==> src/rtl/sound_pkg.sv <==
// Shared types for the sound sequencer: FSM states, sound sources and
// parameter-sizing helpers.
package sound_pkg;

  typedef enum logic [1:0] {
    IDLE = 2'd0,
    PLAY = 2'd1,
    GAP  = 2'd2
  } state_t;

  typedef enum logic [1:0] {
    NONE   = 2'd0,
    BUTTON = 2'd1,
    GOOD   = 2'd2,
    BAD    = 2'd3
  } src_t;

  // Pending-bit positions inside the per-source request vector.
  localparam int unsigned PEND_BUTTON = 0;
  localparam int unsigned PEND_GOOD   = 1;
  localparam int unsigned PEND_BAD    = 2;

  function automatic int unsigned max2(input int unsigned a, input int unsigned b);
    return (a > b) ? a : b;
  endfunction

endpackage

==> src/rtl/tone_gen.sv <==
// Half-period square-wave generator. load restarts the wave high with a
// fresh half-period count; enable advances it by one cycle. tone_next is
// the value the toggle register takes at the coming edge, so the parent
// can register it (with muting) without an extra cycle of delay.
module tone_gen #(
  parameter int unsigned CW = 4
) (
  input  logic          clk,
  input  logic          nRst,
  input  logic          load,
  input  logic          enable,
  input  logic [CW-1:0] hp,
  output logic          tone_next
);

  logic [CW-1:0] cnt_q;
  logic [CW-1:0] cnt_d;
  logic          tone_q;

  // Next counter/toggle value: restart on load, toggle at each half-period.
  always_comb begin
    cnt_d     = cnt_q;
    tone_next = tone_q;
    if (load) begin
      cnt_d     = '0;
      tone_next = 1'b1;
    end else if (enable) begin
      if (cnt_q == hp - CW'(1)) begin
        cnt_d     = '0;
        tone_next = ~tone_q;
      end else begin
        cnt_d = cnt_q + CW'(1);
      end
    end
  end

  // Half-period counter and toggle register.
  always_ff @(posedge clk or negedge nRst) begin
    if (!nRst) begin
      cnt_q  <= '0;
      tone_q <= 1'b0;
    end else begin
      cnt_q  <= cnt_d;
      tone_q <= tone_next;
    end
  end

endmodule

==> src/rtl/sound_sequencer.sv <==
// Game sound sequencer: latches collision/button events as pending
// requests and plays them one at a time, highest priority first, as
// square-wave notes separated by silent gaps. Never preempts a sound.
module sound_sequencer
  import sound_pkg::*;
#(
  parameter int unsigned GOOD_HP   = 8,
  parameter int unsigned BAD_HP1   = 12,
  parameter int unsigned BAD_HP2   = 16,
  parameter int unsigned CLICK_HP  = 4,
  parameter int unsigned NOTE_LEN  = 64,
  parameter int unsigned CLICK_LEN = 16,
  parameter int unsigned GAP_LEN   = 8
) (
  input  logic       clk,
  input  logic       nRst,
  input  logic       goodColl,
  input  logic       badColl,
  input  logic       button_i,
  input  logic       mute_i,
  output logic       sound_o,
  output logic       busy_o,
  output logic [1:0] src_o
);

  localparam int unsigned MAX_HP  = max2(max2(GOOD_HP, BAD_HP1), max2(BAD_HP2, CLICK_HP));
  localparam int unsigned MAX_LEN = max2(max2(NOTE_LEN, CLICK_LEN), GAP_LEN);
  localparam int unsigned MAXP    = max2(MAX_HP, MAX_LEN);
  localparam int unsigned CW      = $clog2(MAXP + 1);

  state_t        state_q, state_d;
  src_t          src_q, src_d;
  logic          note2_q, note2_d;
  logic [CW-1:0] cnt_q, cnt_d;
  logic [2:0]    pend_q;
  logic [2:0]    grant;
  logic [2:0]    pulses;
  logic [CW-1:0] play_last;
  logic [CW-1:0] cur_hp;
  logic          tone_load;
  logic          tone_en;
  logic          tone_next;
  logic          sound_q;

  assign pulses = {badColl, goodColl, button_i};

  // Note length and half-period of whatever is currently being played.
  always_comb begin
    play_last = CW'(NOTE_LEN - 1);
    cur_hp    = CW'(GOOD_HP);
    case (src_q)
      BUTTON: begin
        play_last = CW'(CLICK_LEN - 1);
        cur_hp    = CW'(CLICK_HP);
      end
      GOOD:    cur_hp = CW'(GOOD_HP);
      BAD:     cur_hp = note2_q ? CW'(BAD_HP2) : CW'(BAD_HP1);
      default: cur_hp = CW'(GOOD_HP);
    endcase
  end

  // Sequencing: priority grant in IDLE, fixed-length PLAY and GAP phases.
  always_comb begin
    state_d = state_q;
    src_d   = src_q;
    note2_d = note2_q;
    cnt_d   = cnt_q;
    grant   = '0;
    case (state_q)
      IDLE: begin
        cnt_d   = '0;
        note2_d = 1'b0;
        src_d   = NONE;
        if (pend_q[PEND_BAD]) begin
          grant[PEND_BAD] = 1'b1;
          src_d           = BAD;
          state_d         = PLAY;
        end else if (pend_q[PEND_GOOD]) begin
          grant[PEND_GOOD] = 1'b1;
          src_d            = GOOD;
          state_d          = PLAY;
        end else if (pend_q[PEND_BUTTON]) begin
          grant[PEND_BUTTON] = 1'b1;
          src_d              = BUTTON;
          state_d            = PLAY;
        end
      end
      PLAY: begin
        if (cnt_q == play_last) begin
          cnt_d   = '0;
          state_d = GAP;
        end else begin
          cnt_d = cnt_q + CW'(1);
        end
      end
      GAP: begin
        if (cnt_q == CW'(GAP_LEN - 1)) begin
          cnt_d = '0;
          if (src_q == BAD && !note2_q) begin
            note2_d = 1'b1;
            state_d = PLAY;
          end else begin
            note2_d = 1'b0;
            src_d   = NONE;
            state_d = IDLE;
          end
        end else begin
          cnt_d = cnt_q + CW'(1);
        end
      end
      default: begin
        state_d = IDLE;
        src_d   = NONE;
        note2_d = 1'b0;
        cnt_d   = '0;
      end
    endcase
  end

  // The tone restarts on every entry into PLAY and runs only while in PLAY.
  assign tone_load = (state_d == PLAY) && (state_q != PLAY);
  assign tone_en   = (state_d == PLAY) && (state_q == PLAY);

  tone_gen #(
    .CW(CW)
  ) u_tone (
    .clk      (clk),
    .nRst     (nRst),
    .load     (tone_load),
    .enable   (tone_en),
    .hp       (cur_hp),
    .tone_next(tone_next)
  );

  // State, pending requests and the muted speaker drive register.
  always_ff @(posedge clk or negedge nRst) begin
    if (!nRst) begin
      state_q <= IDLE;
      src_q   <= NONE;
      note2_q <= 1'b0;
      cnt_q   <= '0;
      pend_q  <= '0;
      sound_q <= 1'b0;
    end else begin
      state_q <= state_d;
      src_q   <= src_d;
      note2_q <= note2_d;
      cnt_q   <= cnt_d;
      // A pulse arriving in its own grant cycle re-arms the request.
      pend_q  <= (pend_q & ~grant) | pulses;
      sound_q <= tone_next & (state_d == PLAY) & ~mute_i;
    end
  end

  assign sound_o = sound_q;
  assign busy_o  = (state_q != IDLE);
  assign src_o   = src_q;

endmodule

==> config.mk <==
export PLATFORM = sky130hd
export DESIGN_NAME = sound_sequencer
export DESIGN_NICKNAME = d
export VERILOG_FILES = /design/src/rtl/sound_pkg.sv /design/src/rtl/tone_gen.sv /design/src/rtl/sound_sequencer.sv
export SDC_FILE = /design/constraint.sdc
export NUM_CORES = 1
export LEC_CHECK = 0
export CAP_MARGIN = 15
export CORE_ASPECT_RATIO = 1.25
export CORE_UTILIZATION = 45
export CTS_BUF_LIST = sky130_fd_sc_hd__clkbuf_16
export DETAILED_ROUTE_END_ITERATION = 8
export DONT_BUFFER_PORTS = 1
export SYNTH_ARGS = -nofsm -noshare
export SYNTH_HDL_FRONTEND = slang
export SYNTH_SLANG_ARGS = --single-unit
export TNS_END_PERCENT = 100
==> constraint.sdc <==
create_clock -name clk -period 2 [get_ports clk]
set_input_delay 0.6 -clock clk [delete_from_list [all_inputs] [get_ports clk]]
set_output_delay 0.6 -clock clk [all_outputs]
set_load 0.02 [all_outputs]
==> summary.json <==
{
  "timing.slew.headroom": {"value": 0.694},
  "gp_congestion": {"value": 0.831},
  "clockBufferDepth": {"value": 2},
  "cts-buffers-inserted": {"value": 3},
  "dpl_worst_slack": {"value": -0.0376, "unit": "ns"},
  "clkTransAtPathRegs": {"value": 0.06, "unit": "ns"},
  "ys_seq_elements": {"value": 24},
  "finalNonFillerCells": {"value": 206},
  "dr_total_vias": {"value": 1156},
  "area_fraction_of_the_dominant_cell_type_after_synthesis": {"value": 0.431},
  "mappedNetlistArea": {"value": 1390, "unit": "sq um"},
  "achievable_clock_frequency": {"value": 0.504, "unit": "GHz"},
  "clock_sinks": {"value": 24},
  "synth_warnings": {"value": 0},
  "synth_area_per_cell": {"value": 9.60, "unit": "sq um"},
  "core_area": {"value": 2950, "unit": "sq um"},
  "fin_worst_skew": {"value": 0.00201, "unit": "ns"},
  "utilization": {"value": 0.602},
  "startpoint_type": {"value": "register"},
  "placedCellCount": {"value": 199},
  "critical_path_peak_fanout": {"value": 4},
  "worstRegToRegCells": {"value": 7},
  "final_period_minus_worst_setup_slack": {"value": 1.98, "unit": "ns"},
  "ant_nets": {"value": 0},
  "synth_top_cells_by_count": {"value": "24 x sky130_fd_sc_hd__dfrtp_1, 13 x sky130_fd_sc_hd__nand2_1, 12 x sky130_fd_sc_hd__nor2_1, 9 x sky130_fd_sc_hd__inv_1, 9 x sky130_fd_sc_hd__o21ai_0"},
  "global_route.overflow_total": {"value": 0},
  "grt_antenna_before_repair": {"value": 0},
  "htreeDepth": {"value": 1},
  "power_per_cell_area": {"value": 756, "unit": "nW/um^2"},
  "cts_tree": {"value": "done"},
  "clock_insertion_delay_worst_skew": {"value": 0.26, "unit": "ns"},
  "start_util": {"value": 0.473},
  "yosys.cell_types.count": {"value": 44},
  "drive_above_1_share": {"value": 0.300},
  "regToRegEndpoint": {"value": "u_tone.cnt_q[2]"},
  "die_w": {"value": 51.8, "unit": "microns"},
  "tightest_slew": {"value": 0.455, "unit": "ns"},
  "grt_first_pass_wirelength": {"value": 5.18, "unit": "mm"},
  "setup_slack": {"value": 0.0156, "unit": "ns"},
  "detailed_place_hpwl": {"value": 2.30, "unit": "mm"},
  "filler_cell_count": {"value": 257},
  "antenna_cells": {"value": 0},
  "rsz0062_at_grt": {"value": "yes"},
  "timing.rr.start": {"value": "cnt_q[3]"},
  "first_iter_violations": {"value": 14},
  "io_buffers": {"value": 0},
  "power.static_leakage": {"value": 0.000826, "unit": "uW"},
  "routedWlPerCell": {"value": 15.2, "unit": "microns"},
  "required": {"value": 2.15, "unit": "ns"},
  "most_used_standard_cell_by_instance_count_after_synthesis": {"value": "sky130_fd_sc_hd__dfrtp_1"},
  "router_iterations_before_antenna_repair": {"value": 4},
  "timing_max_transition_violations_final": {"value": 0},
  "groute.usage.overall": {"value": 0.214},
  "postSynth.asyncResetShare": {"value": 1.00},
  "finalHoldViolations": {"value": 0},
  "outcome": {"value": "completed"},
  "cp.arrival": {"value": 2.13, "unit": "ns"},
  "worstHoldPathType": {"value": "in2async"},
  "routed_via_density": {"value": 5.61},
  "syn_nets": {"value": 157},
  "timing.critical_path.to_type": {"value": "register"},
  "synth.yosys.seq_area_share": {"value": 0.431},
  "number_of_rows_created_at_floorplan": {"value": 22},
  "syn_inst": {"value": 145},
  "die_height": {"value": 64.2, "unit": "microns"},
  "synth-main-ff-cell": {"value": "sky130_fd_sc_hd__dfrtp_1"},
  "vdd.ir_drop.worst": {"value": 0.405, "unit": "mV"},
  "final_nets": {"value": 183},
  "design.portCount": {"value": 10},
  "wl": {"value": 3.12, "unit": "mm"},
  "maxCapViolCount": {"value": 0},
  "synth-edff-count": {"value": 0},
  "number_of_global_route_vias_before_repair": {"value": 1222},
  "layout_worst_path_cycle_share": {"value": 0.992},
  "clock_tree.root_cell": {"value": "sky130_fd_sc_hd__clkbuf_16"},
  "synthToLayoutAreaGrowth": {"value": 27.4, "unit": "%"},
  "setup.reg_to_reg.worst_slack": {"value": 0.02, "unit": "ns"},
  "crit_path_cell_trace": {"value": "or4_4 > nor3_4 > o21ai_2 > a21oi_2 > buf_4 > a31oi_1 > a41o_1"},
  "die_area": {"value": 3320, "unit": "sq um"},
  "maximum_number_of_pins_on_one_net_before_global_route_repair": {"value": 25},
  "critPathSlowestCell": {"value": "sky130_fd_sc_hd__or4_4"},
  "synth.area.top_cells": {"value": "sky130_fd_sc_hd__dfrtp_1 43%, sky130_fd_sc_hd__ha_1 5.4%, sky130_fd_sc_hd__nand2_1 3.5%, sky130_fd_sc_hd__o21ai_0 3.2%, sky130_fd_sc_hd__nor2_1 3.2%"},
  "route.detailed.drc": {"value": 0},
  "timing_worst_setup_path_type": {"value": "reg2reg"},
  "yosysTopAreaCell": {"value": "sky130_fd_sc_hd__dfrtp_1"},
  "setup_viol": {"value": 0},
  "critical-path-max-stage-delay": {"value": 0.58, "unit": "ns"}
}
==> placed cells by master, fill, tap and decap left out, drive strengths merged, types with 5 or more instances in the layout <==
cell / instances
buf: 25
dfrtp: 24
nand2: 13
nor2: 12
o21ai: 12
inv: 9
nand3: 9
a21oi: 6
ha: 6
nor3: 5
==> worst max path at each step <==
stage | slack, ns | to | start | depth (start not counted)
5_1_grt | -0.09 | u_tone.cnt_q[6] | cnt_q[3] | 8
3_5_place_dp | -0.04 | u_tone.cnt_q[3] | cnt_q[4] | 6
3_3_place_gp | -0.02 | u_tone.cnt_q[2] | cnt_q[4] | 7
2_1_floorplan | -0.0005 | u_tone.cnt_q[2] | src_o[1] | 7
6_report | 0.02 | u_tone.cnt_q[2] | cnt_q[3] | 7
4_1_cts | 0.01 | u_tone.cnt_q[5] | cnt_q[3] | 8
==> flip-flops by register name, indices dropped and copies added (netlist names) <==
name	cells
cnt_q	7
src_o	2
state_q	2
u_tone.cnt_q	7
sound_o	1
pend_q	3
u_tone.tone_q	1
note2_q	1
==> through the flow <==
step / cell area, sq um / power, uW / TNS (ns) / hold WS, ns
finish: 1770 / 1340 / 0 / 0.0315
global route: 1770 / 1400 / -0.560 / 0.0147
CTS: 1710 / 1340 / 0 / 0.0235
detailed placement: 1580 / 761 / -0.170 / 0.305
global placement: 1580 / 752 / -0.0450 / 0.305
floorplan: 1400 / 712 / -0.000511 / 0.304
==> final cells by class <==
class	instances	area (sq um)	area share
Clock buffer	3	75.1	0.0423
Clock inverter	1	30.0	0.0169
Inverter	9	33.8	0.0190
Multi-Input combinational cell	108	795	0.448
Sequential cell	24	601	0.339
Tap cell	36	45.0	0.0254
Timing Repair Buffer	25	195	0.110
==> metal layers <==
metal  vias up  share of wire  track usage
met5         -              0            0
met4         0          0.025        0.135
met3         8          0.020       0.0333
li1        568              -            -
met2        16           0.58        0.403
met1       564           0.38        0.205
==> worst max-delay path, delay by kind of cell, from the launching register on <==
kind | cells | cell delay [ns]
flops | 1 | 0.37
buf+inv | 1 | 0.16
compound gates | 4 | 0.58
simple gates | 2 | 0.75
==> timing repair <==
item	in CTS	in global routing
endpoints found under the setup margin	8	9
buffers inserted	1	2
pin swaps	4	3
hold buffers	0	0
resized for setup	6	10
==> where the power goes <==
group / total, uW / internal [uW] / switching [uW]
Clock: 572 / 398 / 174
Sequential: 623 / 544 / 78.7
Combinational: 146 / 74.5 / 71.8
==> cell families after synthesis <==
family,synth area share
buffers and inverters,0.0467
flip-flops,0.431
AND/OR/NAND/NOR,0.223
XOR/XNOR,0.0315
adder cells (fa/ha/maj),0.0539
multiplexers,0.0225
AO/OA/AOI/OAI,0.191
Power figures use the tool's default switching activity.
